==> config.mk <==
export PLATFORM = sky130hd
export DESIGN_NAME = srg_multicycle_control_flat
export DESIGN_NICKNAME = d
export VERILOG_FILES = /design/src/rtl/srg_multicycle_control_if.sv /design/src/rtl/srg_multicycle_control.sv /design/src/flat_wrapper.sv
export SDC_FILE = /design/constraint.sdc
export NUM_CORES = 1
export LEC_CHECK = 0
export ABC_AREA = 1
export CAP_MARGIN = 10
export CORE_UTILIZATION = 42
export DETAILED_ROUTE_END_ITERATION = 10
export GPL_TIMING_DRIVEN = 0
export PLACE_DENSITY = 0.84
export SETUP_SLACK_MARGIN = 0.02
export SLEW_MARGIN = 5
export SYNTH_ARGS = -nofsm -noshare
export SYNTH_HDL_FRONTEND = slang
export SYNTH_SLANG_ARGS = --single-unit
==> constraint.sdc <==
create_clock -name clk -period 2.4 [get_ports clk]
set_input_delay 0.36 -clock clk [delete_from_list [all_inputs] [get_ports clk]]
set_output_delay 0.36 -clock clk [all_outputs]
set_load 0.01 [all_outputs]
==> src/rtl/srg_multicycle_control_if.sv <==
// rtl/srg_multicycle_control_if.sv - control unit <-> datapath signal bundle
interface srg_multicycle_control_if;
    logic [5:0] opcode;
    logic [5:0] funct;
    logic       zero;
    logic       mem_ready;

    logic [2:0] operation_select;
    logic       alu_src_a;
    logic [1:0] alu_src_b;
    logic [1:0] pc_source;
    logic       pc_write;
    logic       pc_write_cond;
    logic       pc_enable;
    logic       i_or_d;
    logic       mem_read;
    logic       mem_write;
    logic       ir_write;
    logic       reg_dst;
    logic       mem_to_reg;
    logic       reg_write;
    logic       illegal;
    logic       instr_done;
    logic [3:0] state;

    modport master (
        input  opcode, funct, zero, mem_ready,
        output operation_select, alu_src_a, alu_src_b, pc_source,
               pc_write, pc_write_cond, pc_enable, i_or_d, mem_read,
               mem_write, ir_write, reg_dst, mem_to_reg, reg_write,
               illegal, instr_done, state
    );

    modport slave (
        output opcode, funct, zero, mem_ready,
        input  operation_select, alu_src_a, alu_src_b, pc_source,
               pc_write, pc_write_cond, pc_enable, i_or_d, mem_read,
               mem_write, ir_write, reg_dst, mem_to_reg, reg_write,
               illegal, instr_done, state
    );
endinterface

==> src/rtl/srg_multicycle_control.sv <==
// rtl/srg_multicycle_control.sv - multicycle MIPS main control Moore FSM
module srg_multicycle_control (
    input  logic                           clk,
    input  logic                           rst,
    srg_multicycle_control_if.master       bus
);

    typedef enum logic [3:0] {
        FETCH  = 4'd0,  DECODE = 4'd1,  MEMADR = 4'd2,  MEMRD  = 4'd3,
        MEMWB  = 4'd4,  MEMWR  = 4'd5,  RTEXEC = 4'd6,  RTWB   = 4'd7,
        BEQ    = 4'd8,  ADDIEX = 4'd9,  ADDIWB = 4'd10, JUMP   = 4'd11
    } state_t;

    localparam logic [2:0] OP_AND   = 3'b000;
    localparam logic [2:0] OP_OR    = 3'b001;
    localparam logic [2:0] OP_ADD   = 3'b010;
    localparam logic [2:0] OP_SUB   = 3'b110;
    localparam logic [2:0] OP_CARRY = 3'b111;

    state_t     state_q, state_d;
    logic [2:0] funct_q;
    logic       illegal_q, done_q;
    logic       illegal_d, done_d;

    logic [2:0] funct_code;
    logic       funct_legal;

    logic       pc_write_raw, mem_read_raw, mem_write_raw, ir_write_raw, reg_write_raw;

    always_comb begin
        funct_code  = OP_AND;
        funct_legal = 1'b1;
        case (bus.funct)
            6'h20:   funct_code = OP_ADD;
            6'h22:   funct_code = OP_SUB;
            6'h24:   funct_code = OP_AND;
            6'h25:   funct_code = OP_OR;
            6'h2A:   funct_code = OP_CARRY;
            default: funct_legal = 1'b0;
        endcase
    end

    always_ff @(posedge clk or posedge rst) begin
        if (rst) begin
            state_q   <= FETCH;
            funct_q   <= 3'b000;
            illegal_q <= 1'b0;
            done_q    <= 1'b0;
        end else begin
            state_q   <= state_d;
            illegal_q <= illegal_d;
            done_q    <= done_d;
            if (state_q == DECODE)
                funct_q <= funct_code;
        end
    end

    always_comb begin
        state_d              = FETCH;
        illegal_d            = 1'b0;
        done_d               = 1'b0;
        bus.operation_select = OP_AND;
        bus.alu_src_a        = 1'b0;
        bus.alu_src_b        = 2'b00;
        bus.pc_source        = 2'b00;
        bus.pc_write_cond    = 1'b0;
        bus.i_or_d           = 1'b0;
        bus.reg_dst          = 1'b0;
        bus.mem_to_reg       = 1'b0;
        pc_write_raw         = 1'b0;
        mem_read_raw         = 1'b0;
        mem_write_raw        = 1'b0;
        ir_write_raw         = 1'b0;
        reg_write_raw        = 1'b0;
        case (state_q)
            FETCH: begin
                mem_read_raw         = 1'b1;
                bus.alu_src_b        = 2'b01;
                bus.operation_select = OP_ADD;
                ir_write_raw         = bus.mem_ready;
                pc_write_raw         = bus.mem_ready;
                state_d              = bus.mem_ready ? DECODE : FETCH;
            end
            DECODE: begin
                bus.alu_src_b        = 2'b11;
                bus.operation_select = OP_ADD;
                case (bus.opcode)
                    6'h23, 6'h2B: state_d = MEMADR;
                    6'h04:        state_d = BEQ;
                    6'h08:        state_d = ADDIEX;
                    6'h02:        state_d = JUMP;
                    6'h00: begin
                        state_d   = funct_legal ? RTEXEC : FETCH;
                        illegal_d = ~funct_legal;
                    end
                    default:      illegal_d = 1'b1;
                endcase
            end
            MEMADR: begin
                bus.alu_src_a        = 1'b1;
                bus.alu_src_b        = 2'b10;
                bus.operation_select = OP_ADD;
                state_d              = (bus.opcode == 6'h23) ? MEMRD : MEMWR;
            end
            MEMRD: begin
                bus.i_or_d   = 1'b1;
                mem_read_raw = 1'b1;
                state_d      = bus.mem_ready ? MEMWB : MEMRD;
            end
            MEMWB: begin
                reg_write_raw  = 1'b1;
                bus.mem_to_reg = 1'b1;
                done_d         = 1'b1;
            end
            MEMWR: begin
                bus.i_or_d    = 1'b1;
                mem_write_raw = 1'b1;
                state_d       = bus.mem_ready ? FETCH : MEMWR;
                done_d        = bus.mem_ready;
            end
            RTEXEC: begin
                bus.alu_src_a        = 1'b1;
                bus.operation_select = funct_q;
                state_d              = RTWB;
            end
            RTWB: begin
                reg_write_raw = 1'b1;
                bus.reg_dst   = 1'b1;
                done_d        = 1'b1;
            end
            BEQ: begin
                bus.alu_src_a        = 1'b1;
                bus.operation_select = OP_SUB;
                bus.pc_source        = 2'b01;
                bus.pc_write_cond    = 1'b1;
                done_d               = 1'b1;
            end
            ADDIEX: begin
                bus.alu_src_a        = 1'b1;
                bus.alu_src_b        = 2'b10;
                bus.operation_select = OP_ADD;
                state_d              = ADDIWB;
            end
            ADDIWB: begin
                reg_write_raw = 1'b1;
                done_d        = 1'b1;
            end
            JUMP: begin
                pc_write_raw  = 1'b1;
                bus.pc_source = 2'b10;
                done_d        = 1'b1;
            end
            default: state_d = FETCH;
        endcase
    end

    // Write enables are gated by reset so an asynchronous abort never lets one glitch high.
    assign bus.pc_write   = pc_write_raw  & ~rst;
    assign bus.mem_read   = mem_read_raw  & ~rst;
    assign bus.mem_write  = mem_write_raw & ~rst;
    assign bus.ir_write   = ir_write_raw  & ~rst;
    assign bus.reg_write  = reg_write_raw & ~rst;
    assign bus.pc_enable  = ~rst & (pc_write_raw | (bus.pc_write_cond & bus.zero));
    assign bus.illegal    = illegal_q;
    assign bus.instr_done = done_q;
    assign bus.state      = state_q;

endmodule

==> src/flat_wrapper.sv <==
// flat-port wrapper written by rule: the top's interface ports become plain ports
module srg_multicycle_control_flat 
  (clk, rst, bus_opcode, bus_funct, bus_zero, bus_mem_ready, bus_operation_select, bus_alu_src_a, bus_alu_src_b, bus_pc_source, bus_pc_write, bus_pc_write_cond, bus_pc_enable, bus_i_or_d, bus_mem_read, bus_mem_write, bus_ir_write, bus_reg_dst, bus_mem_to_reg, bus_reg_write, bus_illegal, bus_instr_done, bus_state);
  srg_multicycle_control_if bus_i ();
  input  logic clk;
  input  logic rst;
  input wire logic [$bits(bus_i.opcode)-1:0] bus_opcode;
  input wire logic [$bits(bus_i.funct)-1:0] bus_funct;
  input wire logic [$bits(bus_i.zero)-1:0] bus_zero;
  input wire logic [$bits(bus_i.mem_ready)-1:0] bus_mem_ready;
  output wire logic [$bits(bus_i.operation_select)-1:0] bus_operation_select;
  output wire logic [$bits(bus_i.alu_src_a)-1:0] bus_alu_src_a;
  output wire logic [$bits(bus_i.alu_src_b)-1:0] bus_alu_src_b;
  output wire logic [$bits(bus_i.pc_source)-1:0] bus_pc_source;
  output wire logic [$bits(bus_i.pc_write)-1:0] bus_pc_write;
  output wire logic [$bits(bus_i.pc_write_cond)-1:0] bus_pc_write_cond;
  output wire logic [$bits(bus_i.pc_enable)-1:0] bus_pc_enable;
  output wire logic [$bits(bus_i.i_or_d)-1:0] bus_i_or_d;
  output wire logic [$bits(bus_i.mem_read)-1:0] bus_mem_read;
  output wire logic [$bits(bus_i.mem_write)-1:0] bus_mem_write;
  output wire logic [$bits(bus_i.ir_write)-1:0] bus_ir_write;
  output wire logic [$bits(bus_i.reg_dst)-1:0] bus_reg_dst;
  output wire logic [$bits(bus_i.mem_to_reg)-1:0] bus_mem_to_reg;
  output wire logic [$bits(bus_i.reg_write)-1:0] bus_reg_write;
  output wire logic [$bits(bus_i.illegal)-1:0] bus_illegal;
  output wire logic [$bits(bus_i.instr_done)-1:0] bus_instr_done;
  output wire logic [$bits(bus_i.state)-1:0] bus_state;
  assign bus_i.opcode = bus_opcode;
  assign bus_i.funct = bus_funct;
  assign bus_i.zero = bus_zero;
  assign bus_i.mem_ready = bus_mem_ready;
  assign bus_operation_select = bus_i.operation_select;
  assign bus_alu_src_a = bus_i.alu_src_a;
  assign bus_alu_src_b = bus_i.alu_src_b;
  assign bus_pc_source = bus_i.pc_source;
  assign bus_pc_write = bus_i.pc_write;
  assign bus_pc_write_cond = bus_i.pc_write_cond;
  assign bus_pc_enable = bus_i.pc_enable;
  assign bus_i_or_d = bus_i.i_or_d;
  assign bus_mem_read = bus_i.mem_read;
  assign bus_mem_write = bus_i.mem_write;
  assign bus_ir_write = bus_i.ir_write;
  assign bus_reg_dst = bus_i.reg_dst;
  assign bus_mem_to_reg = bus_i.mem_to_reg;
  assign bus_reg_write = bus_i.reg_write;
  assign bus_illegal = bus_i.illegal;
  assign bus_instr_done = bus_i.instr_done;
  assign bus_state = bus_i.state;
  srg_multicycle_control u_core (.clk(clk), .rst(rst), .bus(bus_i));
endmodule
# == Word level (Yosys, flattened, before mapping) ==
# Cells that the tools add are included.
# totals
regBits,9
inputBits,16
out_inout_bits,24
elab_cells,72
# classes
eq_ne,21
mux,25
n_bitwise,10
n_reduce_logical,12
# ops
cell,count
$eq 6x6->1 const B,7
$pmux 4 s7,1
$pmux 4 s5,1
$eq 4x3->1 const B,4
$eq 4x4->1 const B,4
$reduce_or 5->1,3
$mux 1,12
$mux 3,4
$pmux 3 s4,1
$pmux 3 s3,1
$eq 4x2->1 const B,2
$reduce_or 2->1,4
$reduce_or 4->1,2
$and 1x1->1,7
$eq 6x2->1 const B,1
$eq 6x3->1 const B,1
$eq 6x4->1 const B,1
$logic_not 6->1,1
$pmux 1 s2,3
$pmux 2 s3,1
$eq 4x1->1 const B,1
$logic_not 4->1,1
$pmux 2 s2,1
$reduce_or 3->1,1
2 further kinds,3

# == Logic depth before layout (Yosys ltp) ==
# Gate-level depths: netlist (run 1).
# depth
word_depth,6
ltp_mapped,8

# == Worst setup path before layout (run 1) ==
# Ideal clock, no wire load.
# synth_path
path_kind,register to output
from,register u_core.state_q[2] (netlist: u_core.bus.state[2])
to,output bus_pc_enable
t_arrival_ps,1262
path_slack_ps,778
stages_incl_launch_ff,6
path_buffers,0
path_cell_list,dfrtp_1 > inv_1 > nand2_1 > nor2_1 > nand2_1 > a21oi_1
# synth_between
elab_chain_cells,5
# synth_rtl
item,line_no,rtl
from (decl),srg_multicycle_control.sv:20,"state_t state_q, state_d;"
from (signal assigned),srg_multicycle_control.sv:50,state_q <= state_d;
$eq 4x4->1,srg_multicycle_control.sv:75,case (state_q)
$mux 1,srg_multicycle_control.sv:75,
net bus_pc_write_cond,flat_wrapper.sv:16,output wire logic [$bits(bus_i.pc_write_cond)-1:0] bus_pc_write_cond;
$and 1x1->1,srg_multicycle_control.sv:163,assign bus.pc_enable = ~rst & (pc_write_raw | (bus.pc_write_cond & bus.zero));
$or 1x1->1,srg_multicycle_control.sv:163,
$and 1x1->1,srg_multicycle_control.sv:163,
to (decl),flat_wrapper.sv:17,output wire logic [$bits(bus_i.pc_enable)-1:0] bus_pc_enable;
# The timed path passes the listed nets, and every way through them passes these cells.

# == Final worst setup path (run 1) ==
# layout_path
from,register u_core.state_q[2] (netlist: u_core.bus.state[2])
to,output bus_alu_src_b[1]
# layout_between
elab_chain_cells,3
# layout_rtl
item,line_no,rtl
$eq 4x2->1 or $eq 4x4->1 (tied branches),srg_multicycle_control.sv:75,
$reduce_or 2->1 (no source line),n/a,
$pmux 2 s3 *,srg_multicycle_control.sv:75,
to (decl),flat_wrapper.sv:13,output wire logic [$bits(bus_i.alu_src_b)-1:0] bus_alu_src_b;
# Every way passes the cells marked *; elsewhere a longest branch is shown, timed or not.

==> results of run 1 <==
==> placed cells by master (no fill, tap or decap), types with 2 or more instances in the layout <==
cell type and n:
dlymetal6s2s_1 2, nand3b_1 2, a21oi_1 3, nor2_1 29, dfrtp_1 7, inv_2 2, inv_1 25, nor2_2 2
nand2_1 34, nand2_2 3, nor2_4 2, nand4_1 2, dfrtp_2 2, clkdlybuf4s50_1 37, nand3_1 13, buf_4 9
clkbuf_4 3, o21ai_0 5
==> state kept, by name (all words and copies together), names as in the netlist <==
| register | flops |
|---|---|
| u_core.bus.illegal | 1 |
| u_core.bus.state | 4 |
| u_core.funct_q | 3 |
| u_core.bus.instr_done | 1 |
==> path summary, 6_finish.rpt <==
kind / cells after the start / slack (ns) / end / from
worst min register to register: 2 / 0.50 / u_core.funct_q[0] / u_core.funct_q[0]
max in group asynchronous: 3 / 1.65 / u_core.bus.state[1] / rst
worst min-delay path: 2 / 0.47 / u_core.bus.instr_done / rst
min in group clk: 2 / 0.50 / u_core.funct_q[0] / u_core.funct_q[0]
worst max register to register: 7 / 0.97 / u_core.funct_q[0] / u_core.bus.state[2]
worst max-delay path: 6 / 0.14 / bus_alu_src_b[1] / u_core.bus.state[2]
==> area by class of cell <==
type,instances,area (um2)
inverter,28,109
timing repair buffer,47,455
buffer,1,7.51
fill,143,404
multi-input combinational,100,465
tap,25,31.3
clock buffer,4,26.3
sequential,9,228
==> through the flow <==
stage          setup WS [ns]  cell area [um2]  hold WS, ns
3_3_place_gp          0.0700             1200        0.470
5_1_grt               0.0281             1320        0.491
2_1_floorplan          0.778              777        0.194
4_1_cts               0.0384             1230        0.500
6_report               0.140             1320        0.470
3_5_place_dp          0.0739             1200        0.484
==> cell families after synthesis <==
kind of cell,Yosys count,synth area share (%)
AO/OA/AOI/OAI,9,6.28
AND/OR/NAND/NOR,91,50.2
buffers and inverters,29,14.5
flip-flops,9,29.0
==> timing repair <==
action,CTS,global route
pin swaps,0,1
gates resized for setup,2,12
setup buffers,0,8
setup endpoints to repair,2,7
hold endpoints to repair,0,0
==> power groups by stage <==
stage	Sequential [uW]	Combinational, uW	Clock [uW]
after floorplan	190	114	0
after global placement	185	242	0
after detailed placement	186	247	0
after CTS	184	250	124
after global routing	188	306	135
final	185	282	131
==> routing by layer <==
metal	share of wire [%]	vias up	global-route usage, %
li1	-	527	-
met1	38	494	26.5
met2	50	60	47.2
met3	7.0	15	5.60
met4	4.4	0	13.3
met5	0	-	0
==> flow_metrics.py, run 1 <==
metrics = {
    "logic_synthesis": {
        "synthesis.area_um2": 777,
        "synth_ff_type": "dfrtp_1",
        "synth.distinct_cells": 16,
        "synthCells": 138,
        "syn_nets": 154,
        "synth_edf_count": 0,
        "synth_common_cells": "nand2_1, nor2_1, inv_1",
        "yosysWarnings": 0,
        "yosysMostFrequentCell": "nand2_1",
        "yosysTopAreaCellShare_pct": 29.0,
        "yosysTopAreaCell": "dfrtp_1",
        "avgSynthCellArea_um2": 5.63,
        "async_flop_share_pct": 100,
        "ys_seq_area_share_pct": 29.0,
        "ys_seq_elements": 9,
        "yosys-top-cells-area": "dfrtp_1, nand2_1, nor2_1",
    },
    "clock_tree": {
        "path_clk_slew_ns": 0.07,
        "cts_tree": "built",
        "postCtsHoldBufs": 0,
        "cts_buffer_depth": 2,
        "insertion_delay_ns": 0.28,
        "cts_made_buffers": 3,
        "cts_sinks": 9,
        "htreeDepth": 1,
        "root_buffer": "clkbuf_4",
    },
    "critical_path": {
        "critPathMaxStageDelay_ns": 0.54,
        "worst_setup_path_start_kind": "flip-flop",
        "cp_slowest_cell": "clkdlybuf4s50_1",
        "path_buf_inv": 3,
        "path_delay_family": "buffers and inverters",
        "cp_max_fo": 6,
        "crit_type": "reg -> out",
        "end_kind": "output port",
        "timing.critical_path.mode_cell": "inv_1",
        "crit_chain": "inv_1, nand2_2, nor2_4, inv_1, nand3_1, clkdlybuf4s50_1",
        "arrival_ns": 1.90,
        "cp.required_ns": 2.04,
    },
    "pwr": {
        "seqPwrFrac_pct": 30.9,
        "leakage_uw": 0.000690,
        "p_sw_uw": 223,
        "p_comb_share_pct": 47.1,
        "total_power_uw": 598,
        "intPower_uw": 376,
        "netSwitchingFraction_pct": 37.2,
        "powerDensity_nw_per_um2": 452,
        "pwr-share-clk_pct": 22.0,
        "ir_worst_vdd_uv": 343,
    },
    "job": {
        "drv_cap": 0,
    },
    "finish": {
        "nets": 206,
        "antennaDiodeCount": 0,
        "areaGrowthSynthToFinish_pct": 70.2,
        "utilization_pct": 76.6,
        "final_cells": 214,
        "drive_above_1_share_pct": 14.3,
    },
    "global_routing": {
        "overflow": 0,
        "grt_pass1_vias": 908,
        "grt_start_max_net_pins": 11,
        "grt.total_usage_pct": 25.5,
        "grt_pass1_wl_um": 3690,
        "antenna_found_initial": 0,
    },
    "floorplan": {
        "start_util_pct": 45.0,
        "die_y_um": 45.0,
        "rows": 15,
        "ioPinCount": 40,
        "coreArea_um2": 1730,
        "design.die.area_um2": 2030,
        "die_x_um": 45.0,
    },
    "sta": {
        "fin_crit_sh_pct": 94.2,
        "finalClockSkew_ns": 0.000465,
        "hold_violations": 0,
        "finalSetupTns_ns": 0,
        "timing.final.crit_period_ns": 2.26,
        "setup_violations": 0,
        "worst_slew_pin_slew_ns": 0.269,
        "drv_slew": 0,
        "rsz0062_at_grt": "false",
        "fmax_ghz": 0.442,
        "slew-limit-headroom_pct": 82.0,
    },
    "place": {
        "dpl.cell_count": 202,
        "post-dp-hpwl_um": 1830,
        "numPortBuffers": 39,
        "gp_congestion": 0.844,
    },
    "detailed_routing": {
        "via_count": 1096,
        "viasPerCell": 5.12,
        "drt_iter0_drc": 46,
        "wl_um": 2510,
        "first_pass_iters": 4,
        "wl_per_cell_um": 11.7,
        "ant_nets": 0,
        "drt_drc_violations_left": 0,
    },
    "hold_path": {
        "worstHoldPathType": "in -> async",
    },
    "outcome": {
        "status": "finished clean",
    },
}
(Power assumes the default switching activity.)
==> inputs of run 2 (changes only) <==
Settings changed: CORE_ASPECT_RATIO set to 1.1.
==> flow_metrics.py, run 2 (same netlist as run 1, synthesis figures left out) <==
metrics = {
    "pwr": {
        "ir_worst_vdd_uv": 265,
        "leakage_uw": 0.000661,
        "powerDensity_nw_per_um2": 449,
    },
    "detailed_routing": {
        "wl_um": 2340,
        "ant_nets": 0,
        "via_count": 1037,
        "drt_iter0_drc": 54,
        "first_pass_iters": 4,
        "drt_drc_violations_left": 0,
        "viasPerCell": 5.19,
        "wl_per_cell_um": 11.7,
    },
    "place": {
        "gp_congestion": 0.835,
        "numPortBuffers": 39,
        "dpl.cell_count": 194,
        "post-dp-hpwl_um": 1920,
    },
    "sta": {
        "slew-limit-headroom_pct": 82.0,
        "worst_slew_pin_slew_ns": 0.270,
        "timing.final.crit_period_ns": 2.26,
        "fin_crit_sh_pct": 94.2,
        "finalClockSkew_ns": 0.0104,
        "setup_violations": 0,
        "drv_slew": 0,
        "rsz0062_at_grt": "false",
        "hold_slack_ns": 0.490,
        "fmax_ghz": 0.442,
        "hold_violations": 0,
        "finalSetupTns_ns": 0,
    },
    "job": {
        "drv_cap": 0,
    },
    "finish": {
        "drive_above_1_share_pct": 9.84,
        "fillers": 135,
        "final_common_cell": "clkdlybuf4s50_1",
        "largest_reg_flops": 4,
        "areaGrowthSynthToFinish_pct": 61.2,
        "antennaDiodeCount": 0,
        "layout_common_cells": "clkdlybuf4s50_1, nand2_1, nor2_1",
        "final_cells": 200,
        "ff_latch_area_um2": 226,
        "multi_input_area_um2": 452,
        "nets": 200,
    },
    "global_routing": {
        "antenna_found_initial": 0,
        "grt_pass1_vias": 952,
        "grt.total_usage_pct": 25.0,
        "grt_pass1_wl_um": 3860,
        "grt_start_max_net_pins": 11,
        "overflow": 0,
    },
    "clock_tree": {
        "root_buffer": "clkbuf_4",
        "htreeDepth": 1,
        "cts_made_buffers": 3,
        "cts_tree": "built",
        "cts_buffer_depth": 2,
        "path_clk_slew_ns": 0.06,
        "cts_sinks": 9,
        "insertion_delay_ns": 0.26,
        "postCtsHoldBufs": 0,
    },
    "floorplan": {
        "ioPinCount": 40,
        "coreArea_um2": 1650,
        "design.die.area_um2": 2030,
        "rows": 15,
        "die_x_um": 43.0,
        "die_y_um": 47.1,
        "start_util_pct": 47.0,
    },
    "critical_path": {
        "crit_type": "reg -> out",
        "cp_max_fo": 9,
        "arrival_ns": 1.90,
        "cp.required_ns": 2.04,
        "end_kind": "output port",
        "worst_setup_path_start_kind": "flip-flop",
    },
    "outcome": {
        "status": "finished clean",
    },
    "hold_path": {
        "worstHoldPathType": "reg -> reg",
    },
}
==> run 2: changes by cell type in the layout (fill, tap and decap cells not counted) <==
cell | previous run | this run
o221ai_2 | 1 | 0
dfrtp_1 | 7 | 8
nand2_2 | 3 | 2
nor2_2 | 2 | 3
buf_4 | 9 | 3
o221ai_1 | 0 | 1
nor2_4 | 2 | 1
dfrtp_2 | 2 | 1
nand2_1 | 34 | 35
==> run 2: through the flow <==
step / setup slack (ns) / instance area (um2) / power (uW) / util, %
floorplan: 0.778 / 777 / 304 / -
finish: 0.139 / 1250 / 563 / 75.8
CTS: 0.0487 / 1220 / 556 / 73.9
global placement: 0.0636 / 1190 / 426 / 72.0
detailed placement: 0.0626 / 1190 / 434 / 72.0
global route: 0.0270 / 1250 / 598 / 75.8
==> run 2: worst paths after layout <==
path                                     start                     to  slack, ns  depth (start not counted)
max in group asynchronous                  rst      u_core.funct_q[0]       1.64                          3
min                          u_core.funct_q[0]      u_core.funct_q[0]       0.49                          2
min reg2reg                  u_core.funct_q[0]      u_core.funct_q[0]       0.49                          2
max                        u_core.bus.state[2]       bus_alu_src_b[1]       0.14                          6
max reg2reg                u_core.bus.state[2]      u_core.funct_q[0]       1.04                          6
min in group asynchronous                  rst  u_core.bus.instr_done       0.59                          3
==> run 2: cell type report <==
class | instances | area share, %
clock buffers | 4 | 2.10
well taps | 17 | 1.70
multi-input cells | 100 | 36.1
flip-flops and latches | 9 | 18.1
repair buffers | 41 | 32.8
inverters | 28 | 8.69
plain buffers | 1 | 0.599
==> run 2: what timing repair did <==
item,CTS,global route
hold endpoints to repair,0,0
endpoints found under the setup margin,2,9
cloned,0,0
resized for setup,2,8
setup buffers,0,2
==> run 2: metal layers <==
metal | vias to the layer above | global-route usage [%] | wire (um)
met4 | 0 | 13.3 | 51
met3 | 9 | 0 | 163
met5 | - | 0 | 0
li1 | 517 | - | -
met1 | 467 | 30.3 | 889
met2 | 44 | 47.0 | 1240
==> run 2: critical path: stages (launching register included) <==
cell	delay, ns
dfrtp_1	0.45
inv_1	0.11
nand2_2	0.10
nor2_4	0.22
inv_1	0.12
nand3_1	0.11
clkdlybuf4s50_1	0.54
==> run 2: power breakdown <==
group / leakage, uW / internal [uW] / switching [uW]
Sequential: 0.000121 / 169 / 14.8
Clock: 0.0000150 / 64.1 / 58.6
Combinational: 0.000525 / 126 / 130
Total: 0.000661 / 359 / 204
==> inputs of run 3 (changes only) <==
Settings changed: CORE_MARGIN set to 3.
==> flow_metrics.py, run 3 (same netlist as run 1, synthesis figures left out) <==
metrics = {
    "sta": {
        "finalSetupTns_ns": 0,
        "timing.final.crit_period_ns": 2.29,
        "fmax_ghz": 0.436,
        "worst_slew_pin_slew_ns": 0.263,
        "hold_violations": 0,
        "drv_slew": 0,
        "fin_crit_sh_pct": 95.6,
        "finalClockSkew_ns": 0.00788,
        "setup_violations": 0,
        "fin_ws_ns": 0.106,
        "rsz0062_at_grt": "false",
        "slew-limit-headroom_pct": 82.4,
    },
    "hold_path": {
        "hold-path-cell-count": 2,
        "worstHoldPathType": "reg -> reg",
    },
    "clock_tree": {
        "cts_made_buffers": 3,
        "cts_sinks": 9,
        "root_buffer": "clkbuf_4",
        "cts_tree": "built",
        "insertion_delay_ns": 0.27,
        "path_clk_slew_ns": 0.08,
        "cts_buffer_depth": 2,
        "htreeDepth": 1,
    },
    "finish": {
        "layout_common_cells": "clkdlybuf4s50_1, nand2_1, nor2_1",
        "antennaDiodeCount": 0,
        "final_common_cell": "clkdlybuf4s50_1",
        "areaGrowthSynthToFinish_pct": 67.3,
        "largest_reg_flops": 4,
        "final_cells": 206,
        "utilization_pct": 78.7,
        "drive_above_1_share_pct": 13.8,
        "nets": 206,
    },
    "detailed_routing": {
        "first_pass_iters": 4,
        "wl_per_cell_um": 12.3,
        "drt_iter0_drc": 40,
        "drt_drc_violations_left": 0,
        "ant_nets": 0,
        "viasPerCell": 5.10,
        "wl_um": 2540,
        "via_count": 1050,
    },
    "place": {
        "post-dp-hpwl_um": 2030,
        "dp_slack_ns": 0.0375,
        "numPortBuffers": 39,
        "gp_congestion": 0.800,
        "dpl.cell_count": 194,
    },
    "global_routing": {
        "overflow": 0,
        "grt_pass1_wl_um": 3960,
        "grt_start_max_net_pins": 11,
        "antenna_found_initial": 0,
        "grt.total_usage_pct": 22.7,
        "grt_pass1_vias": 975,
    },
    "floorplan": {
        "die_y_um": 51.1,
        "design.die.area_um2": 2400,
        "rows": 15,
        "start_util_pct": 47.0,
        "coreArea_um2": 1650,
        "die_x_um": 47.0,
        "ioPinCount": 40,
    },
    "pwr": {
        "leakage_uw": 0.000667,
        "total_power_uw": 616,
        "ir_worst_vdd_uv": 300,
        "powerDensity_nw_per_um2": 473,
    },
    "job": {
        "drv_cap": 0,
    },
    "critical_path": {
        "cp.required_ns": 2.04,
        "r2r_cells": 7,
        "cp_max_fo": 6,
        "end_kind": "output port",
        "crit_type": "reg -> out",
        "worst_setup_path_start_kind": "flip-flop",
        "arrival_ns": 1.93,
    },
    "outcome": {
        "status": "finished clean",
    },
}
## run 3: critical path: stages (launching register included)
cell	delay [ns]
dfrtp_2	0.45
inv_1	0.11
nand2_2	0.11
nor2_2	0.15
nand2_1	0.10
nand2_1	0.07
inv_1	0.05
nor2_1	0.07
clkdlybuf4s50_1	0.54
## run 3: final cells by class
| cell class | instances | area [um2] |
|---|---|---|
| well taps | 17 | 21.3 |
| plain buffers | 1 | 7.51 |
| clock buffers | 3 | 22.5 |
| flip-flops and latches | 9 | 226 |
| repair buffers | 47 | 449 |
| clock inverters | 1 | 5.00 |
| inverters | 28 | 109 |
| multi-input cells | 100 | 459 |
| fillers | 122 | 352 |
## run 3: per-stage QoR
stage | hold slack, ns | cell area (um2)
5_1_grt | 0.540 | 1300
3_3_place_gp | 0.474 | 1190
3_5_place_dp | 0.485 | 1190
4_1_cts | 0.504 | 1220
2_1_floorplan | 0.194 | 777
6_report | 0.504 | 1300
## run 3: metal layers
| metal | GRT usage (%) | up-vias | routed length [um] |
|---|---|---|---|
| met5 | 0 | - | 0 |
| met4 | 8.76 | 0 | 43 |
| met3 | 2.11 | 5 | 156 |
| met2 | 40.7 | 41 | 1350 |
| met1 | 26.5 | 474 | 990 |
| li1 | - | 530 | - |
## run 3: power breakdown
part	leakage (uW)	total [uW]	switching [uW]	internal, uW
combinational	0.000529	302	144	158
sequential	0.000121	185	16.0	169
clock	0.0000177	128	66.5	61.7
total	0.000667	616	227	389
## run 3: what timing repair did
action                                 CTS  global route
setup buffers                            0             8
endpoints found under the hold margin    0             0
cloned                                   0             0
resized for setup                        3             8
hold buffers                             0             0
setup endpoints to repair                3             7
pin swaps                                0             1
## run 3: worst paths after layout
path	startpoint	endpoint	slack, ns
min in group asynchronous	rst	u_core.funct_q[2]	0.57
max reg2reg	u_core.bus.state[2]	u_core.funct_q[0]	0.96
min reg2reg	u_core.funct_q[1]	u_core.funct_q[1]	0.50
max	u_core.bus.state[2]	bus_pc_write	0.11
min	u_core.funct_q[1]	u_core.funct_q[1]	0.50
max in group asynchronous	rst	u_core.bus.state[2]	1.67
